## config.mk

```make
export PLATFORM = sky130hd
export DESIGN_NAME = serial_subtractor_flat
export DESIGN_NICKNAME = d
export VERILOG_FILES = /design/src/rtl/serial_subtractor_if.sv /design/src/rtl/serial_subtractor.sv /design/src/flat_wrapper.sv
export SDC_FILE = /design/constraint.sdc
export NUM_CORES = 1
export LEC_CHECK = 0
export ABC_CLOCK_PERIOD_IN_PS = 2050
export CAP_MARGIN = 40
export CORE_MARGIN = 8
export CORE_UTILIZATION = 45
export DETAILED_ROUTE_END_ITERATION = 10
export DONT_BUFFER_PORTS = 1
export MAX_ROUTING_LAYER = met4
export PLACE_DENSITY_LB_ADDON = 0.1
export SYNTH_ARGS = -nofsm -noshare
export SYNTH_HDL_FRONTEND = slang
export SYNTH_SLANG_ARGS = --single-unit
```

## constraint.sdc

```tcl
create_clock -name clk -period 2.05 [get_ports clk]
set_clock_uncertainty 0.15 [all_clocks]
set_input_delay 0.41 -clock clk [delete_from_list [all_inputs] [get_ports clk]]
set_output_delay 0.41 -clock clk [all_outputs]
set_load 0.005 [all_outputs]
```

## src/rtl/serial_subtractor_if.sv

```systemverilog
// Operand and result valid/ready channels of the bit-serial subtractor.
// The producer/consumer side uses master; the subtractor itself uses slave.
interface serial_subtractor_if #(
    parameter int WIDTH = 8
);
    logic             in_valid;
    logic             in_ready;
    logic [WIDTH-1:0] a;
    logic [WIDTH-1:0] b;
    logic             bin;
    logic             out_valid;
    logic             out_ready;
    logic [WIDTH-1:0] diff;
    logic             bout;
    logic             ovf;

    modport master (
        output in_valid, a, b, bin, out_ready,
        input  in_ready, out_valid, diff, bout, ovf
    );

    modport slave (
        input  in_valid, a, b, bin, out_ready,
        output in_ready, out_valid, diff, bout, ovf
    );
endinterface

```

## src/rtl/serial_subtractor.sv

```systemverilog
// Bit-serial subtractor: diff = a - b - bin, one bit per clock, LSB first,
// using a single full-subtractor cell and a registered borrow.
module serial_subtractor #(
    parameter int WIDTH = 8
) (
    input  logic                clk,
    input  logic                rst_n,
    serial_subtractor_if.slave  io
);

    localparam int            CW   = (WIDTH > 1) ? $clog2(WIDTH) : 1;
    localparam logic [CW-1:0] LAST = CW'(WIDTH - 1);

    typedef enum logic [1:0] {
        IDLE,
        RUN,
        DONE
    } state_t;

    state_t           r_state;
    logic [CW-1:0]    r_cnt;
    logic [WIDTH-1:0] r_a;
    logic [WIDTH-1:0] r_b;
    logic [WIDTH-1:0] r_shift;
    logic             r_br;
    logic [WIDTH-1:0] r_diff;
    logic             r_bout;
    logic             r_ovf;
    logic             r_in_ready;
    logic             r_out_valid;

    logic             w_ak;
    logic             w_bk;
    logic             w_d;
    logic             w_br_next;
    logic [WIDTH-1:0] w_result;

    // Operands shift right, so bit 0 is always the bit being processed;
    // on the final edge it holds the operand sign bits.
    assign w_ak      = r_a[0];
    assign w_bk      = r_b[0];
    assign w_d       = w_ak ^ w_bk ^ r_br;
    assign w_br_next = (~w_ak & w_bk) | (~(w_ak ^ w_bk) & r_br);
    assign w_result  = {w_d, r_shift[WIDTH-1:1]};

    // NOTE: every state register uses non-blocking assignment so all of them
    // update from the same pre-edge values, whatever the statement order.
    always_ff @(posedge clk or negedge rst_n) begin
        if (!rst_n) begin
            r_state     <= IDLE;
            r_cnt       <= '0;
            r_a         <= '0;
            r_b         <= '0;
            r_shift     <= '0;
            r_br        <= 1'b0;
            r_diff      <= '0;
            r_bout      <= 1'b0;
            r_ovf       <= 1'b0;
            r_in_ready  <= 1'b1;
            r_out_valid <= 1'b0;
        end else begin
            case (r_state)
                IDLE: begin
                    if (io.in_valid) begin
                        r_a        <= io.a;
                        r_b        <= io.b;
                        r_br       <= io.bin;
                        r_shift    <= '0;
                        r_cnt      <= '0;
                        r_in_ready <= 1'b0;
                        r_state    <= RUN;
                    end
                end
                RUN: begin
                    r_a     <= r_a >> 1;
                    r_b     <= r_b >> 1;
                    r_br    <= w_br_next;
                    r_shift <= w_result;
                    if (r_cnt == LAST) begin
                        r_diff      <= w_result;
                        r_bout      <= w_br_next;
                        r_ovf       <= (w_ak ^ w_bk) & (w_d ^ w_ak);
                        r_out_valid <= 1'b1;
                        r_state     <= DONE;
                    end else begin
                        r_cnt <= r_cnt + 1'b1;
                    end
                end
                DONE: begin
                    if (io.out_ready) begin
                        r_out_valid <= 1'b0;
                        r_in_ready  <= 1'b1;
                        r_state     <= IDLE;
                    end
                end
                default: begin
                    r_out_valid <= 1'b0;
                    r_in_ready  <= 1'b1;
                    r_state     <= IDLE;
                end
            endcase
        end
    end

    assign io.in_ready  = r_in_ready;
    assign io.out_valid = r_out_valid;
    assign io.diff      = r_diff;
    assign io.bout      = r_bout;
    assign io.ovf       = r_ovf;

endmodule

```

## src/flat_wrapper.sv

```systemverilog
// flat-port wrapper written by rule: the top's interface ports become plain ports
module serial_subtractor_flat 
#(
    parameter int WIDTH = 8
)
  (clk, rst_n, io_in_valid, io_a, io_b, io_bin, io_out_ready, io_in_ready, io_out_valid, io_diff, io_bout, io_ovf);
  serial_subtractor_if #(.WIDTH(WIDTH)) io_i ();
  input  logic clk;
  input  logic rst_n;
  input wire logic [$bits(io_i.in_valid)-1:0] io_in_valid;
  input wire logic [$bits(io_i.a)-1:0] io_a;
  input wire logic [$bits(io_i.b)-1:0] io_b;
  input wire logic [$bits(io_i.bin)-1:0] io_bin;
  input wire logic [$bits(io_i.out_ready)-1:0] io_out_ready;
  output wire logic [$bits(io_i.in_ready)-1:0] io_in_ready;
  output wire logic [$bits(io_i.out_valid)-1:0] io_out_valid;
  output wire logic [$bits(io_i.diff)-1:0] io_diff;
  output wire logic [$bits(io_i.bout)-1:0] io_bout;
  output wire logic [$bits(io_i.ovf)-1:0] io_ovf;
  assign io_i.in_valid = io_in_valid;
  assign io_i.a = io_a;
  assign io_i.b = io_b;
  assign io_i.bin = io_bin;
  assign io_i.out_ready = io_out_ready;
  assign io_in_ready = io_i.in_ready;
  assign io_out_valid = io_i.out_valid;
  assign io_diff = io_i.diff;
  assign io_bout = io_i.bout;
  assign io_ovf = io_i.ovf;
  serial_subtractor #(.WIDTH(WIDTH)) u_core (.clk(clk), .rst_n(rst_n), .io(io_i));
endmodule
```

==> results.toml <==
[critical_path]
critPathRequiredTime_ps = 2070
critical-path-top-delay-family = "adder cells"
crit_path_max_incr_delay_ps = 410
crit_arrival_ps = 1890
worstSetupPathType = "flop to flop"
cp_cell_sequence = "ha_1 -> ha_1 -> nand3b_2 -> mux2_2"
path_max_fanout = 13
worstSetupStartpointType = "flop"
crit_slowest_cell = "dfrtp_1"
path_buf_inv = 0
crit_top_cell = "ha_1"
crit_path_end_kind = "flop"

[power_and_ir_drop]
powerDensity_mw_per_mm2 = 1560
ir_drop_mv = 0.549
p_leak_nw = 0.964
total_power_mw = 3.34

[route]
drt-total-wl_um = 3710
ant_nets = 0
drc = 0
first_pass_iters = 4
drtIter0Drc = 71
wl_per_cell_um = 16.9
vias_per_cell = 5.59
via_count = 1230

[global_routing]
grt_pass1_wl_um = 6270
met3_usage_pct = 3.68
grt_max_degree = 42
grt_pass1_vias = 1293
grt_use_met2_pct = 18.1
top_usage_layer = "met2"
grt.total_usage_pct = 12.5
use_met1_pct = 15.7
antenna_found_initial = 0
overflow = 0

[logic_synthesis]
syn_area_per_cell_um2 = 12.1
ys_seq_area_share_pct = 51.4
synth_largest_area_cell = "dfrtp_1"
synth_top_area_share_pct = 50.1
synth.distinct_cells = 29
synth_seq_cells = 41
netlist_top_cells_area = "dfrtp_1 50%, a211oi_2 6.9%, a22o_1 6.1%, nor2_1 6.0%, nor3_2 4.0%"
synth_cells = 165
syn_area_mm2 = 0.00200
synthesis.nets = 190
ys_warn_count = 0

[clock_network]
post_cts.repair.setup_buffers = 0
cts_tree = "built"
clock_latency_ps = 290
path_clk_slew_ps = 80
cts_buffers = 5
cts-root-buf = "clkbuf_8"
cts.sink_count = 41
htree_levels = 2
cts_buffer_depth = 2

[sta]
worst_slew_pin_slew_ps = 587
fmax_mhz = 535
grt_setup_unrepaired = "no"
min_period_ps = 1870
tns_ps = 0
setup_ws_ps = 182
setup_violations = 0
finalHoldViolations = 0
slew_viol_final = 0
fin_crit_sh_pct = 91.1
slew_headroom_pct = 60.8

[floorplan]
rows = 24
die-height_um = 82.6
io_pins = 33
initial_utilization_pct = 46.2
die_area_mm2 = 0.00683
die_w_um = 82.6
coreArea_mm2 = 0.00432

[layout]
n_antenna_cell = 0
fillers = 410
drive_above_1_share_pct = 28.0
final_cells = 220
area_delta_synth_final_pct = 7.14
final_cell_area_mm2 = 0.00214
finalNetCount = 192

[run]
drv_cap = 0

[place]
place_inst = 210
place_ws_ps = 185
numPortBuffers = 0
dp_hpwl_um = 2580
gp_congestion = 0.683
place_area_mm2 = 0.00199

[worst_hold_path]
hp-class = "input port to flop"

[status]
status = "finished clean"
-- worst paths after layout --
check	from	endpoint	slack, ps	cells past startpoint
worst max-delay path	u_core.r_cnt[0]$_DFFE_PN0P_	u_core.io.diff[6]$_DFFE_PN0P_	180	4
worst min-delay path	io_b[7]	u_core.r_b[7]$_DFFE_PN0P_	100	1
worst max register to register	u_core.r_cnt[0]$_DFFE_PN0P_	u_core.io.diff[6]$_DFFE_PN0P_	180	4
worst min register to register	u_core.r_shift[1]$_DFFE_PN0P_	u_core.r_shift[1]$_DFFE_PN0P_	360	1
max in group asynchronous	rst_n	u_core.io.in_ready$_DFFE_PN1P_	1070	2
min in group asynchronous	rst_n	u_core.io.out_valid$_DFFE_PN0P_	430	2
-- metrics by stage --
step | hold slack (ps) | utilization, %
final | 96.6 | 49.5
after global placement | -34.0 | 46.1
after detailed placement | -34.0 | 46.1
after CTS | 93.2 | 49.5
after global routing | 93.6 | 49.5
after floorplan | -35.6 | -
-- registers in the layout (all words and copies together) (netlist names) --
| name | cells |
|---|---|
| u_core.io.ovf | 1 |
| u_core.r_state | 2 |
| u_core.r_br | 1 |
| u_core.io.in_ready | 1 |
| u_core.io.out_valid | 1 |
| u_core.io.diff | 8 |
| u_core.r_cnt | 3 |
| u_core.io.bout | 1 |
| u_core.r_shift | 7 |
| u_core.r_a | 8 |
| u_core.r_b | 8 |
-- cell type report --
cell class                 instances  area (um^2)  share of cell area [%]
clock buffer                       7         86.3                    4.04
clock inverter                     1         30.0                    1.40
timing repair buffer               8         75.1                    3.51
sequential                        41         1030                    48.0
tap                               52         65.1                    3.04
inverter                           3         11.3                   0.526
multi-input combinational        108          845                    39.5
-- logic make-up after synthesis --
family / synth area share [%]
fa+ha+maj: 2.88
mux: 6.01
compound gates: 18.3
buf+inv: 6.27
xor+xnor: 0.439
simple gates: 14.7
flops: 51.4
-- Yosys cell counts --
| cell type | n |
|---|---|
| dfrtp_1 | 40 |
| nor2_1 | 32 |
| a22o_1 | 14 |
| a211oi_2 | 11 |
| nor3_2 | 8 |
| nor3_1 | 7 |
| buf_2 | 6 |
| buf_6 | 5 |
| mux2_4 | 5 |
| nand2_1 | 5 |
| mux2_2 | 4 |
| a211oi_1 | 3 |
| a21oi_1 | 3 |
| ha_1 | 3 |
| inv_1 | 3 |
| nand2b_1 | 2 |
| o21ai_0 | 2 |
| a221oi_2 | 1 |
| buf_12 | 1 |
| buf_4 | 1 |
| dfstp_2 | 1 |
| fa_1 | 1 |
| nand3b_2 | 1 |
| nor2b_1 | 1 |
| nor4b_1 | 1 |
| o21ba_4 | 1 |
| o21bai_4 | 1 |
| o31ai_1 | 1 |
| xnor2_1 | 1 |
-- where the power goes --
group          internal [mW]  leakage (nW)  switching, mW
clock network          0.397        0.0585          0.269
logic                  0.645         0.403          0.574
registers               1.17         0.503          0.285
total                   2.21         0.964           1.13
-- per-layer routing --
| metal | share of wire, % | routed length, um |
|---|---|---|
| met1 | 45 | 1660 |
| met2 | 49 | 1800 |
| met3 | 5.5 | 204 |
| met4 | 1.2 | 43 |
| met5 | 0 | 0 |
-- layout by cell type (no fill, tap or decap) --
cell           count
buf_12             1
o31ai_1            1
nor3_2             8
inv_1              3
nor2_1            32
xnor2_1            1
clkbuf_1           1
a22o_1            14
a221oi_2           1
dfstp_2            1
dlygate4sd3_1      1
nor4b_1            1
nand2_1            5
o21bai_4           1
ha_1               3
mux2_4             5
a211oi_2          11
a21oi_1            3
clkbuf_8           6
dfrtp_1           40
a211oi_1           3
nor3_1             7
nand2b_1           2
fa_1               1
nor2b_1            1
buf_4              6
bufinv_16          1
o21ba_4            1
o21ai_0            2
mux2_2             4
nand3b_2           1
-- repair_timing --
item,CTS,global route
hold buffers,2,0
gates resized for setup,0,0
endpoints found under the hold margin,41,0
(Power assumes the default switching activity.)
